File: src/rtl/fetch_pkg.sv
// Shared types and constants for the instruction fetch front end.
package fetch_pkg;

   localparam int unsigned ADDR_W  = 18;
   localparam int unsigned INSTR_W = 18;
   localparam int unsigned PC_STEP = 4;

   typedef enum logic [1:0] {
      RUN   = 2'd0,
      DRAIN = 2'd1,
      IDLE  = 2'd2
   } fetch_state_t;

   typedef struct packed {
      logic [ADDR_W-1:0]  pc;
      logic [INSTR_W-1:0] instr;
   } fetch_entry_t;

endpackage

File: src/rtl/fetch_queue.sv
// Small synchronous FIFO of fetched {pc, instr} entries; flush overrides push/pop.
module fetch_queue
   import fetch_pkg::*;
#(
   parameter int unsigned DEPTH = 2
) (
   input  logic                         clk,
   input  logic                         reset,
   input  logic                         i_push,
   input  logic                         i_pop,
   input  logic                         i_flush,
   input  fetch_entry_t                 i_data,
   output fetch_entry_t                 o_head,
   output logic [$clog2(DEPTH):0]       o_count,
   output logic                         o_full,
   output logic                         o_empty
);

   localparam int unsigned PTR_W = $clog2(DEPTH);
   localparam int unsigned CNT_W = PTR_W + 1;

   fetch_entry_t       r_mem [DEPTH];
   logic [PTR_W-1:0]   r_wr_ptr;
   logic [PTR_W-1:0]   r_rd_ptr;
   logic [CNT_W-1:0]   r_count;

   always_ff @(posedge clk or posedge reset) begin
      if (reset) begin
         r_wr_ptr <= '0;
         r_rd_ptr <= '0;
         r_count  <= '0;
         for (int i = 0; i < int'(DEPTH); i++) begin
            r_mem[i] <= '0;
         end
      end else if (i_flush) begin
         r_wr_ptr <= '0;
         r_rd_ptr <= '0;
         r_count  <= '0;
      end else begin
         if (i_push) begin
            r_mem[r_wr_ptr] <= i_data;
            r_wr_ptr        <= r_wr_ptr + PTR_W'(1);
         end
         if (i_pop) begin
            r_rd_ptr <= r_rd_ptr + PTR_W'(1);
         end
         case ({i_push, i_pop})
            2'b10:   r_count <= r_count + CNT_W'(1);
            2'b01:   r_count <= r_count - CNT_W'(1);
            default: r_count <= r_count;
         endcase
      end
   end

   // Head comes straight from storage so nothing combinational reaches decode.
   assign o_head  = r_mem[r_rd_ptr];
   assign o_count = r_count;
   assign o_full  = (r_count == CNT_W'(DEPTH));
   assign o_empty = (r_count == '0);

endmodule

File: src/rtl/fetch_controller.sv
// Front-end fetch sequencer: owns the PC, fills the prefetch queue from imem and
// hands entries to decode; branch redirects flush and refetch.
module fetch_controller
   import fetch_pkg::*;
#(
   parameter int unsigned DEPTH    = 2,
   parameter int unsigned RESET_PC = 0,
   parameter int unsigned END_PC   = 404
) (
   input  logic               clk,
   input  logic               reset,
   input  logic               fetch_en,
   output logic [ADDR_W-1:0]  imem_addr,
   input  logic [INSTR_W-1:0] imem_rd,
   input  logic               redirect_valid,
   input  logic [ADDR_W-1:0]  redirect_pc,
   output logic               out_valid,
   input  logic               out_ready,
   output logic [INSTR_W-1:0] out_instr,
   output logic [ADDR_W-1:0]  out_pc,
   output logic               done
);

   localparam int unsigned CNT_W = $clog2(DEPTH) + 1;

   fetch_state_t        r_state;
   fetch_state_t        w_state_nxt;
   logic [ADDR_W-1:0]   r_pc;
   logic [ADDR_W-1:0]   w_pc_nxt;
   logic                r_done;
   logic                w_push;
   logic                w_pop;
   logic                w_full;
   logic                w_empty;
   logic [CNT_W-1:0]    w_count;
   logic [ADDR_W-1:0]   w_target;
   logic                w_pc_in_range;
   logic                w_target_in_range;
   fetch_entry_t        w_entry;
   fetch_entry_t        w_head;

   assign w_target          = redirect_pc & ~ADDR_W'(3);
   assign w_pc_in_range     = (r_pc < ADDR_W'(END_PC));
   assign w_target_in_range = (w_target < ADDR_W'(END_PC));
   assign w_entry           = '{pc: r_pc, instr: imem_rd};

   // Redirect wins over everything: the head is not consumed in that cycle.
   always_comb begin
      w_state_nxt = r_state;
      w_pc_nxt    = r_pc;
      w_push      = 1'b0;
      w_pop       = !w_empty && out_ready && !redirect_valid;
      if (redirect_valid) begin
         w_pc_nxt    = w_target;
         w_state_nxt = w_target_in_range ? RUN : DRAIN;
      end else begin
         case (r_state)
            RUN: begin
               if (!w_pc_in_range) begin
                  w_state_nxt = DRAIN;
               end else if (fetch_en && (!w_full || w_pop)) begin
                  w_push   = 1'b1;
                  w_pc_nxt = r_pc + ADDR_W'(PC_STEP);
               end
            end
            DRAIN: begin
               if (w_empty || (w_count == CNT_W'(1) && w_pop)) begin
                  w_state_nxt = IDLE;
               end
            end
            IDLE:    w_state_nxt = IDLE;
            default: w_state_nxt = RUN;
         endcase
      end
   end

   always_ff @(posedge clk or posedge reset) begin
      if (reset) begin
         r_state <= RUN;
         r_pc    <= ADDR_W'(RESET_PC);
         r_done  <= 1'b0;
      end else begin
         r_state <= w_state_nxt;
         r_pc    <= w_pc_nxt;
         r_done  <= (w_state_nxt == IDLE);
      end
   end

   fetch_queue #(
      .DEPTH (DEPTH)
   ) u_queue (
      .clk     (clk),
      .reset   (reset),
      .i_push  (w_push),
      .i_pop   (w_pop),
      .i_flush (redirect_valid),
      .i_data  (w_entry),
      .o_head  (w_head),
      .o_count (w_count),
      .o_full  (w_full),
      .o_empty (w_empty)
   );

   assign imem_addr = r_pc;
   assign out_valid = !w_empty;
   assign out_pc    = w_head.pc;
   assign out_instr = w_head.instr;
   assign done      = r_done;

endmodule

File: config.mk
export PLATFORM = sky130hd
export DESIGN_NAME = fetch_controller
export DESIGN_NICKNAME = d
export VERILOG_FILES = /design/src/rtl/fetch_pkg.sv /design/src/rtl/fetch_queue.sv /design/src/rtl/fetch_controller.sv
export SDC_FILE = /design/constraint.sdc
export NUM_CORES = 1
export LEC_CHECK = 0
export CAP_MARGIN = 15
export CORE_AREA = 2 2 110 112
export DETAILED_ROUTE_END_ITERATION = 12
export DIE_AREA = 0 0 112 114
export GPL_ROUTABILITY_DRIVEN = 0
export PLACE_DENSITY = 0.67
export SLEW_MARGIN = 5
export SYNTH_ARGS = -nofsm -noshare
export SYNTH_HDL_FRONTEND = slang
export SYNTH_HIERARCHICAL = 1
export SYNTH_SLANG_ARGS = --single-unit
File: constraint.sdc
create_clock -name clk -period 2.43 [get_ports clk]
set_clock_uncertainty 0.1 [all_clocks]
set_input_delay 0.486 -clock clk [delete_from_list [all_inputs] [get_ports clk]]
set_output_delay 0.486 -clock clk [all_outputs]
set_load 0.02 [all_outputs]
==> results of run 1 <==
==> cells in the mapped netlist (3+ instances only) <==
cell type / count / share of area (%)
mux2_4: 39 / 13
nor2b_1: 3 / 0.41
nor4_1: 3 / 0.41
xnor2_1: 3 / 0.57
o31a_1: 3 / 0.57
mux2_2: 78 / 19
a31oi_1: 5 / 0.68
nand2_1: 6 / 0.49
nand2b_1: 3 / 0.41
nor3_1: 3 / 0.33
buf_2: 4 / 0.44
dfrtp_1: 95 / 52
o21ai_0: 7 / 0.77
nand3_1: 4 / 0.44
buf_6: 6 / 1.5
nor2_1: 10 / 0.82
clkbuf_1: 3 / 0.25
inv_1: 9 / 0.74
buf_12: 3 / 1.3
==> worst max path at each step <==
stage / endpoint / slack [ps]
finish: u_queue/r_mem[37] / -10
global route: u_queue/r_mem[42] / -130
CTS: u_queue/r_mem[37] / -30
detailed placement: u_queue/r_mem[65] / -360
global placement: u_queue/r_mem[52] / -340
floorplan: u_queue/r_mem[36] / -140
==> cell type report <==
class | count | area (um2)
Multi-Input combinational cell | 200 | 2030
Timing Repair Buffer | 124 | 1180
Inverter | 9 | 37.5
Tap cell | 147 | 184
Fill cell | 1022 | 5590
Sequential cell | 95 | 2380
Clock buffer | 10 | 229
Clock inverter | 6 | 85.1
==> cells by family after synthesis <==
group	after synthesis	synth area share, %
mux	118	32.2
fa+ha+maj	2	0.547
buf+inv	27	4.54
xor+xnor	4	0.766
compound gates	20	2.87
other cells	1	0.0820
flops	95	52.0
simple gates	50	6.98
==> worst max-delay path, cell delays in order (launching register included) <==
cell     delay [ps]
dfrtp_2         400
or4_4           550
nor3_4          160
nand4_2         140
nor2_4          120
nor3b_4         190
buf_6           140
buf_12          190
mux2_4          320
==> state kept, by name, indices dropped and copies added, names as in the netlist <==
register,count
u_queue/r_rd_ptr,1
done,1
r_state,2
imem_addr,16
u_queue/o_count,2
u_queue/r_wr_ptr,1
u_queue/r_mem,72
==> stage by stage <==
| step | setup WS, ps | hold slack, ps | area [um2] |
|---|---|---|---|
| floorplan | -139 | 337 | 4620 |
| global placement | -337 | 381 | 5830 |
| detailed placement | -359 | 387 | 5830 |
| CTS | -27.6 | 363 | 6120 |
| global route | -134 | 380 | 6120 |
| finish | -10.3 | 369 | 6120 |
==> power breakdown <==
group	switching [mW]	internal, mW
Sequential	0.0252	1.61
Combinational	0.182	0.184
Clock	0.595	0.898
==> metal layers <==
metal  part of all wire [%]  track usage [%]  up-vias
met1                     48             21.8     1509
li1                       -                -     1369
met5                      0                0        -
met4                    1.2             5.20        0
met3                    3.6             3.56       10
met2                     47             26.5       75
==> timing repair <==
item / CTS / global route
setup buffers: 2 / 0
cloned: 0 / 0
endpoints found under the setup margin: 86 / 74
gates resized for setup: 37 / 1
==> run metrics, run 1 <==
Post-synth EDFFs=0; post-synthesis sequential area ratio=52.0%; DRT Pass-1 Iters=4; commonest cells after routing, fill and taps aside=dfrtp_1 (92), mux2_2 (78), clkdlybuf4s50_1 (56), mux2_4 (39), dlygate4sd2_1 (35); clock transition at the registers of the reported paths=70 ps; drt wl/cell=around 17 um; final worst slack=-10.3 ps; overall power=between 3 and 4 mW; Max Clk Rate=about 0.41 GHz; RR Endpoint=u_queue/r_mem[37]; Clock Latency Late Sink=340 ps; fin nets=482; arrival time at the worst endpoint=2560 ps; Primary FF master, synth=dfrtp_1; Die Span Y=between 100 and 150 um; Final ANT Viol Nets=0; most common cell after layout, fill and taps aside=dfrtp_1; cell count after synthesis=317; Final setup violation count=12; chip width=around 110 um; Cell Rows=40; vias in the first global route=between 3000 and 4000; Mapped Area=4570 um2; GR Util All Layers=16.3%; crit path kind=reg -> reg; port bufs=92; antenna fix cells=0; worst hold path type=in -> async; DRT iter0 DRCs=101; r2r startpoint=imem_addr[12]; final number of hold-violating endpoints=0; register-to-register setup slack=-10 ps; RSZ-0062 raised after global routing=true; CORE AREA=approximately 12000 um2; max-slew violations=0; share of cells above drive strength 1=between 30% and 40%; Die Area=12800 um2; placed cell count=around 570; Sink Count=95; Non-Filler Instances=slightly below 600; root buffer cell=clkbuf_16; ys async rst share=100%; first-pass GRT wire length=16200 um; TNS Setup=-60.7 ps; CP startpoint kind=flop; Final Util=52.3%; TritonCTS clock tree=built; routed vias=2963; yosys warns=6; failing checks=negative setup slack; H-Tree Depth=3; initial antenna violation count=0; worst-path fanout max=19; vias per cell=between 5 and 6; Max VDD drop=322 uV; IO Pins=97; Leak Pwr=3.06 nW; number of max-cap violations=0; Netlist cell types=42; status=complete, but fails checks; Mean Syn Cell Area=approximately 14 um2; gr ovfl total=0; area grow syn2layout=33.8%; crit path time final=2440 ps; Bufs on Longest Clock Path=2; hold_buf cts=0; power density over the cells=about 570 nW/um2; dpl hpwl=between 6000 and 7000 um; Initial Util=approximately 39%; final WL=9970 um; Reg2Reg Depth=8; Worst EP required=2550 ps; CP Launch Point=imem_addr[12]; fin crit share=100%; CTS Buf Count=9; crit end category=flop; # DRC=0; Yosys reg bits=95; largest net degree at the start of global routing=67
(Power assumes the default switching activity.)
==> inputs of run 2 (changes only) <==
SLEW_MARGIN = 10   (was 5)
==> results of run 2 <==
No change in the layout: final DEF, timing and power equal those of run 1.
